--- src/rtl/core_output_ctrl.sv ---
// core_output_ctrl
// Drain side of the NxN systolic array. Each column of the bottom edge feeds
// its own lane FIFO with its own write strobe. Results leave the array skewed
// in time. The FIFOs absorb that skew, and whole rows are released only when
// every lane holds an entry. A job streams a host-programmed number of rows,
// then pulses done.
//
// Handshake: a row transfers on a rising clk edge where out_valid && out_ready.
// out_valid does not depend on out_ready. Once out_valid is raised, out_row
// holds stable until the transfer.
//
// Ports:
//   clk, rst     clock, synchronous active-high reset
//   start        begin a drain job (sampled only in IDLE)
//   num_rows     rows to emit for the job (sampled with start)
//   psumport[c]  column result for lane c
//   pvalid[c]    write strobe for lane c
//   out_ready    downstream accepts the presented row
//   out_valid    out_row holds an aligned row
//   out_row[c]   head entry of lane c (first-word-fall-through)
//   fulls[c]     lane c FIFO full
//   emptys[c]    lane c FIFO empty
//   overflow     sticky: a write hit a full lane (cleared by start)
//   busy         job is running
//   done         one-cycle pulse after the job completes
//   rows_left    rows still to emit in the current job
//   fsm_state    current FSM state (0 IDLE, 1 RUN, 2 DONE)
module core_output_ctrl #(
  parameter int N     = 8,
  parameter int OW    = 16,
  parameter int DEPTH = 8,
  parameter int CW    = 8
) (
  input  logic          clk,
  input  logic          rst,
  input  logic          start,
  input  logic [CW-1:0] num_rows,
  input  logic [OW-1:0] psumport [0:N-1],
  input  logic [0:N-1]  pvalid,
  input  logic          out_ready,
  output logic          out_valid,
  output logic [OW-1:0] out_row [0:N-1],
  output logic [0:N-1]  fulls,
  output logic [0:N-1]  emptys,
  output logic          overflow,
  output logic          busy,
  output logic          done,
  output logic [CW-1:0] rows_left,
  output logic [1:0]    fsm_state
);

  localparam int AW = (DEPTH > 1) ? $clog2(DEPTH) : 1;

  typedef enum logic [1:0] {
    IDLE = 2'd0,
    RUN  = 2'd1,
    DONE = 2'd2
  } state_t;

  state_t        state;
  logic [OW-1:0] mem    [0:N-1][0:DEPTH-1];
  logic [AW-1:0] rd_ptr [0:N-1];
  logic [AW-1:0] wr_ptr [0:N-1];
  logic [AW:0]   count  [0:N-1];
  logic [0:N-1]  push;
  logic [0:N-1]  wr_over;
  logic          pop;

  // Flags come only from the registered counts. A full lane refuses a write
  // even when it pops in the same cycle.
  always_comb begin
    for (int c = 0; c < N; c++) begin
      fulls[c]   = (count[c] == (AW+1)'(DEPTH));
      emptys[c]  = (count[c] == '0);
      out_row[c] = mem[c][rd_ptr[c]];
      push[c]    = pvalid[c] && !fulls[c];
      wr_over[c] = pvalid[c] && fulls[c];
    end
  end

  assign out_valid = (state == RUN) && (emptys == '0) && (rows_left != '0);
  assign pop       = out_valid && out_ready;
  assign busy      = (state == RUN);
  assign fsm_state = state;

  // Storage has no reset; only the pointers and counts define its contents.
  always_ff @(posedge clk) begin
    for (int c = 0; c < N; c++) begin
      if (push[c]) mem[c][wr_ptr[c]] <= psumport[c];
    end
  end

  // All read pointers advance together, so the lanes stay row-aligned.
  always_ff @(posedge clk) begin
    for (int c = 0; c < N; c++) begin
      if (rst) begin
        rd_ptr[c] <= '0;
        wr_ptr[c] <= '0;
        count[c]  <= '0;
      end else begin
        if (push[c]) wr_ptr[c] <= wr_ptr[c] + AW'(1);
        if (pop)     rd_ptr[c] <= rd_ptr[c] + AW'(1);
        count[c] <= count[c] + (AW+1)'(push[c]) - (AW+1)'(pop);
      end
    end
  end

  always_ff @(posedge clk) begin
    if (rst) begin
      state     <= IDLE;
      rows_left <= '0;
      overflow  <= 1'b0;
      done      <= 1'b0;
    end else begin
      done <= (state == DONE);
      // A start clears the flag. An overflow in the same cycle still sets it.
      overflow <= (overflow && !((state == IDLE) && start)) || (|wr_over);
      case (state)
        IDLE: begin
          if (start) begin
            rows_left <= num_rows;
            state     <= (num_rows != '0) ? RUN : DONE;
          end
        end
        RUN: begin
          if (pop) begin
            rows_left <= rows_left - CW'(1);
            if (rows_left == CW'(1)) state <= DONE;
          end
        end
        DONE:    state <= IDLE;
        default: state <= IDLE;
      endcase
    end
  end

endmodule

--- config.mk ---
export PLATFORM = sky130hd
export DESIGN_NAME = core_output_ctrl
export DESIGN_NICKNAME = d
export VERILOG_FILES = /design/src/rtl/core_output_ctrl.sv
export SDC_FILE = /design/constraint.sdc
export NUM_CORES = 1
export LEC_CHECK = 0
export ABC_CLOCK_PERIOD_IN_PS = 3700
export CAP_MARGIN = 20
export CORE_MARGIN = 2
export CORE_UTILIZATION = 40
export CTS_BUF_LIST = sky130_fd_sc_hd__clkbuf_8
export DETAILED_ROUTE_END_ITERATION = 12
export GPL_TIMING_DRIVEN = 0
export PLACE_DENSITY_LB_ADDON = 0.12
export SYNTH_ARGS = -nofsm -noshare
export SYNTH_HDL_FRONTEND = slang
export SYNTH_SLANG_ARGS = --single-unit
--- constraint.sdc ---
create_clock -name clk -period 3.7 [get_ports clk]
set_clock_uncertainty 0.05 [all_clocks]
set_input_delay 0.555 -clock clk [delete_from_list [all_inputs] [get_ports clk]]
set_output_delay 0.555 -clock clk [all_outputs]
set_load 0.005 [all_outputs]
==> key figures <==
Synth
  – Synth area leader: edfxtp_1
  – Synthesized Nets: 2,293
  – Seq/Total Area, Yosys: 75.4%
  – YS warnings: 0
  – Mapped Avg Cell Area: 21.2 sq um
  – Asr flop ratio synth: 0%
  – Post-synth EDFFs: 1,072
  – Mapped Cells: 2,071
  – Syn Std Cell Area: 0.0439 sq mm
  – Synthesized flop and latch total: 1,116
  – Synth area leaders: edfxtp_1, mux4_2, mux2_2
  – Yosys top cell area share: 73.4%
  – Prevailing post-synth register cell: edfxtp_1
  – Yosys cell types: 51

CTS
  – CTS tree: built
  – Longest Clk Path Bufs: 3
  – CTS Hold Bufs: 0
  – Clk slew on worst S/H paths: 0.06 ns
  – CTS buffer count: 185
  – CTS sink cnt: 1,116
  – Clock Tree Root: clkbuf_8
  – Clock Latency Late Sink: 0.86 ns
  – H-tree levels: 4

Power
  – Sequential share of power: 51.9%
  – Psw: 7110 uW
  – Clock power frac: 35.1%
  – Combinational share of power: 13.0%
  – Peak VDD IR: 0.281 mV
  – Total power: 29,000 uW
  – Internal power: 21,800 uW
  – Leakage: 0.0178 uW
  – Pwr dens: 539 mW/mm^2
  – Switching part of the total power: 24.6%

Worst setup path
  – Worst Setup End Kind: output pin
  – RR Endpoint: count[0][14]
  – Critical Path Sink: out_row[45]
  – Critical Path RT: 3.09 ns
  – Slowest CP cell: clkdlybuf4s50_1
  – Largest stage delay on the critical path: 0.52 ns
  – Arr. time, crit path: 2.95 ns
  – Kind of critical path: register to output pin
  – R2r setup slk: 0.24 ns
  – Crit-path cells: buf_4, buf_6, mux4_2, mux2_2, clkdlybuf4s50_1
  – R2R cell count: 15
  – Reg2Reg Launch Point: rows_left[0]
  – CP Launch Point: rd_ptr[1][3]
  – Startpoint Class: register
  – Worst Path Max Fanout: 10

Floorplan
  – Starting Density: 40.3%
  – Die area: 0.112 sq mm
  – IO Pins: 306
  – Placement Rows: 121
  – Core footprint: 0.109 sq mm
  – Die span in x: 335 um
  – Die Ht: 335 um

Global routing
  – Total gr overflow: 0
  – Met1 Usage GRT: 24.4%
  – Met2 Track Usage GR: 29.5%
  – Vias in the first global route: 23,581
  – Grt met3 use: 4.98%
  – GRT Max-Usage Layer: met2
  – Wire length of the first global-routing pass: 150,000 um
  – Initial antenna violation count: 12
  – Largest net degree at the start of global routing: 18
  – Gr usage total: 18.3%

Min path
  – Worst hold-check path type: input pin to register

STA
  – Least-Margin Pin Slew: 1.01 ns
  – Final Worst Setup Slack: 0.148 ns
  – Slew Limit Fails: 0
  – F_max: 282 MHz
  – Period utilisation layout: 96.0%
  – Count of final setup violators: 0
  – Hold Fails Final Rpt: 0
  – Tmin final: 3.55 ns
  – Slew headroom: 32.3%

Route
  – # DRC: 0
  – Antenna viol nets, final: 0
  – Vias: 21,644
  – DR pass1 iterations: 5
  – Via density per instance: 5.17
  – Routed WL per cell: 24.3 um
  – Initial DRC Count: 1,570
  – WL final: 102,000 um

Placed design
  – Port Buffer Count: 305
  – Gpl congestion: 0.787
  – Placed instance area: 0.0500 sq mm
  – HPWL after DPL: 68,000 um
  – Post-place setup slack: -0.111 ns

Final layout
  – Layout fillers: 8,918
  – Post-route cell area: 0.0538 sq mm
  – Most common cell after layout, fill and taps aside: edfxtp_1
  – # nets final: 2,850
  – Highest-count cells in the layout ignoring fill and taps: edfxtp_1, clkdlybuf4s50_1, mux4_2, clkbuf_8
  – Multi-input gate area: 0.0103 sq mm
  – Synthesis-to-finish area growth: 22.6%
  – Share of cells above drive strength 1: 30.0%
  – Register area: 0.0331 sq mm

Flow run
  – Max-cap violations: 0

Status
  – Status: finished, final reports clean
worst max-delay path: cells and delay by family (launching register included):
kind / cells / cell delay, ns
muxes: 2 / 0.79
buffers and inverters: 3 / 0.93
DFF: 1 / 0.35
worst min path at each step:
stage	startpoint	end	slack, ns	cells past startpoint
2_1_floorplan	fsm_state[0]	done	0.45	1
3_3_place_gp	rows_left[5]	rows_left[5]	0.50	2
3_5_place_dp	rows_left[5]	rows_left[5]	0.50	2
4_1_cts	psumport[106]	mem[0][218]	0.27	1
5_1_grt	psumport[103]	mem[0][167]	0.33	1
6_report	psumport[103]	mem[0][167]	0.36	1
state kept, by name, summed over array words and instances, names as in the netlist:
signal / flops
count: 32
fsm_state: 2
overflow: 1
done: 1
wr_ptr: 24
mem: 1024
rd_ptr: 24
rows_left: 8
through the flow:
stage | std cells | utilization (%) | setup TNS (ns) | hold WS, ns
4_1_cts | 4184 | 49.3 | -0.540 | 0.266
6_report | 4188 | 49.4 | 0 | 0.364
3_3_place_gp | 3790 | 44.7 | -186.24 | 0.495
3_5_place_dp | 3861 | 46.0 | -0.506 | 0.497
5_1_grt | 4186 | 49.4 | -0.0000844 | 0.328
2_1_floorplan | 2071 | - | 0 | 0.455
metal layers:
layer	wire, um	vias up	share of wire, %
li1	-	9574	-
met2	49300	577	49
met5	102	-	0.10
met4	2310	16	2.3
met1	43600	11311	43
met3	6260	166	6.2
repair_timing:
item / in CTS / in global routing
gates resized for setup: 95 / 18
gates cloned: 0 / 0
pin swaps: 0 / 1
buffers inserted: 0 / 1
setup endpoints to repair: 150 / 57
synthesized netlist by cell type (4+ instances only):
cell,number
dfxtp_1,44
clkbuf_1,50
edfxtp_1,1072
ha_1,66
mux2_2,128
inv_1,69
a21oi_1,13
nor3b_1,9
o21ai_0,6
nor3_1,29
nor2b_1,10
mux4_2,256
nand2_1,30
buf_2,33
o22ai_1,4
nand3_1,6
nor2_1,103
nand2b_1,31
fa_1,8
a21o_1,8
xor2_1,6
xnor2_1,27
and3_1,25
a32o_1,4
cell families (layout without fill, tap and decap cells):
family,count (synthesis),in the layout,share of synthesized area [%]
DFF,1116,1116,75.4
other,0,4,0
adders and majority gates,74,74,2.25
AOI/OAI and AO/OA,49,49,0.779
xor gates and xnor gates,33,33,0.659
buffers and inverters,156,855,1.49
and+or+nand+nor,259,259,2.98
muxes,384,384,16.4
cell type report:
class	instances	area share (%)
Antenna cell	4	0.0186
Buffer	79	1.18
Clock buffer	192	4.92
Clock inverter	137	1.48
Inverter	70	0.498
Multi-Input combinational cell	799	19.2
Sequential cell	1116	61.5
Tap cell	1414	3.29
Timing Repair Buffer	377	7.87
power by group through the flow:
stage	Sequential, uW	Combinational (uW)	Clock (uW)
4_1_cts	15000	3830	10500
3_5_place_dp	15300	3790	0
6_report	15000	3760	10200
5_1_grt	15100	4110	11100
2_1_floorplan	15200	1850	0
3_3_place_gp	15300	3430	0
Note: power is estimated with default switching activity, not from simulation.
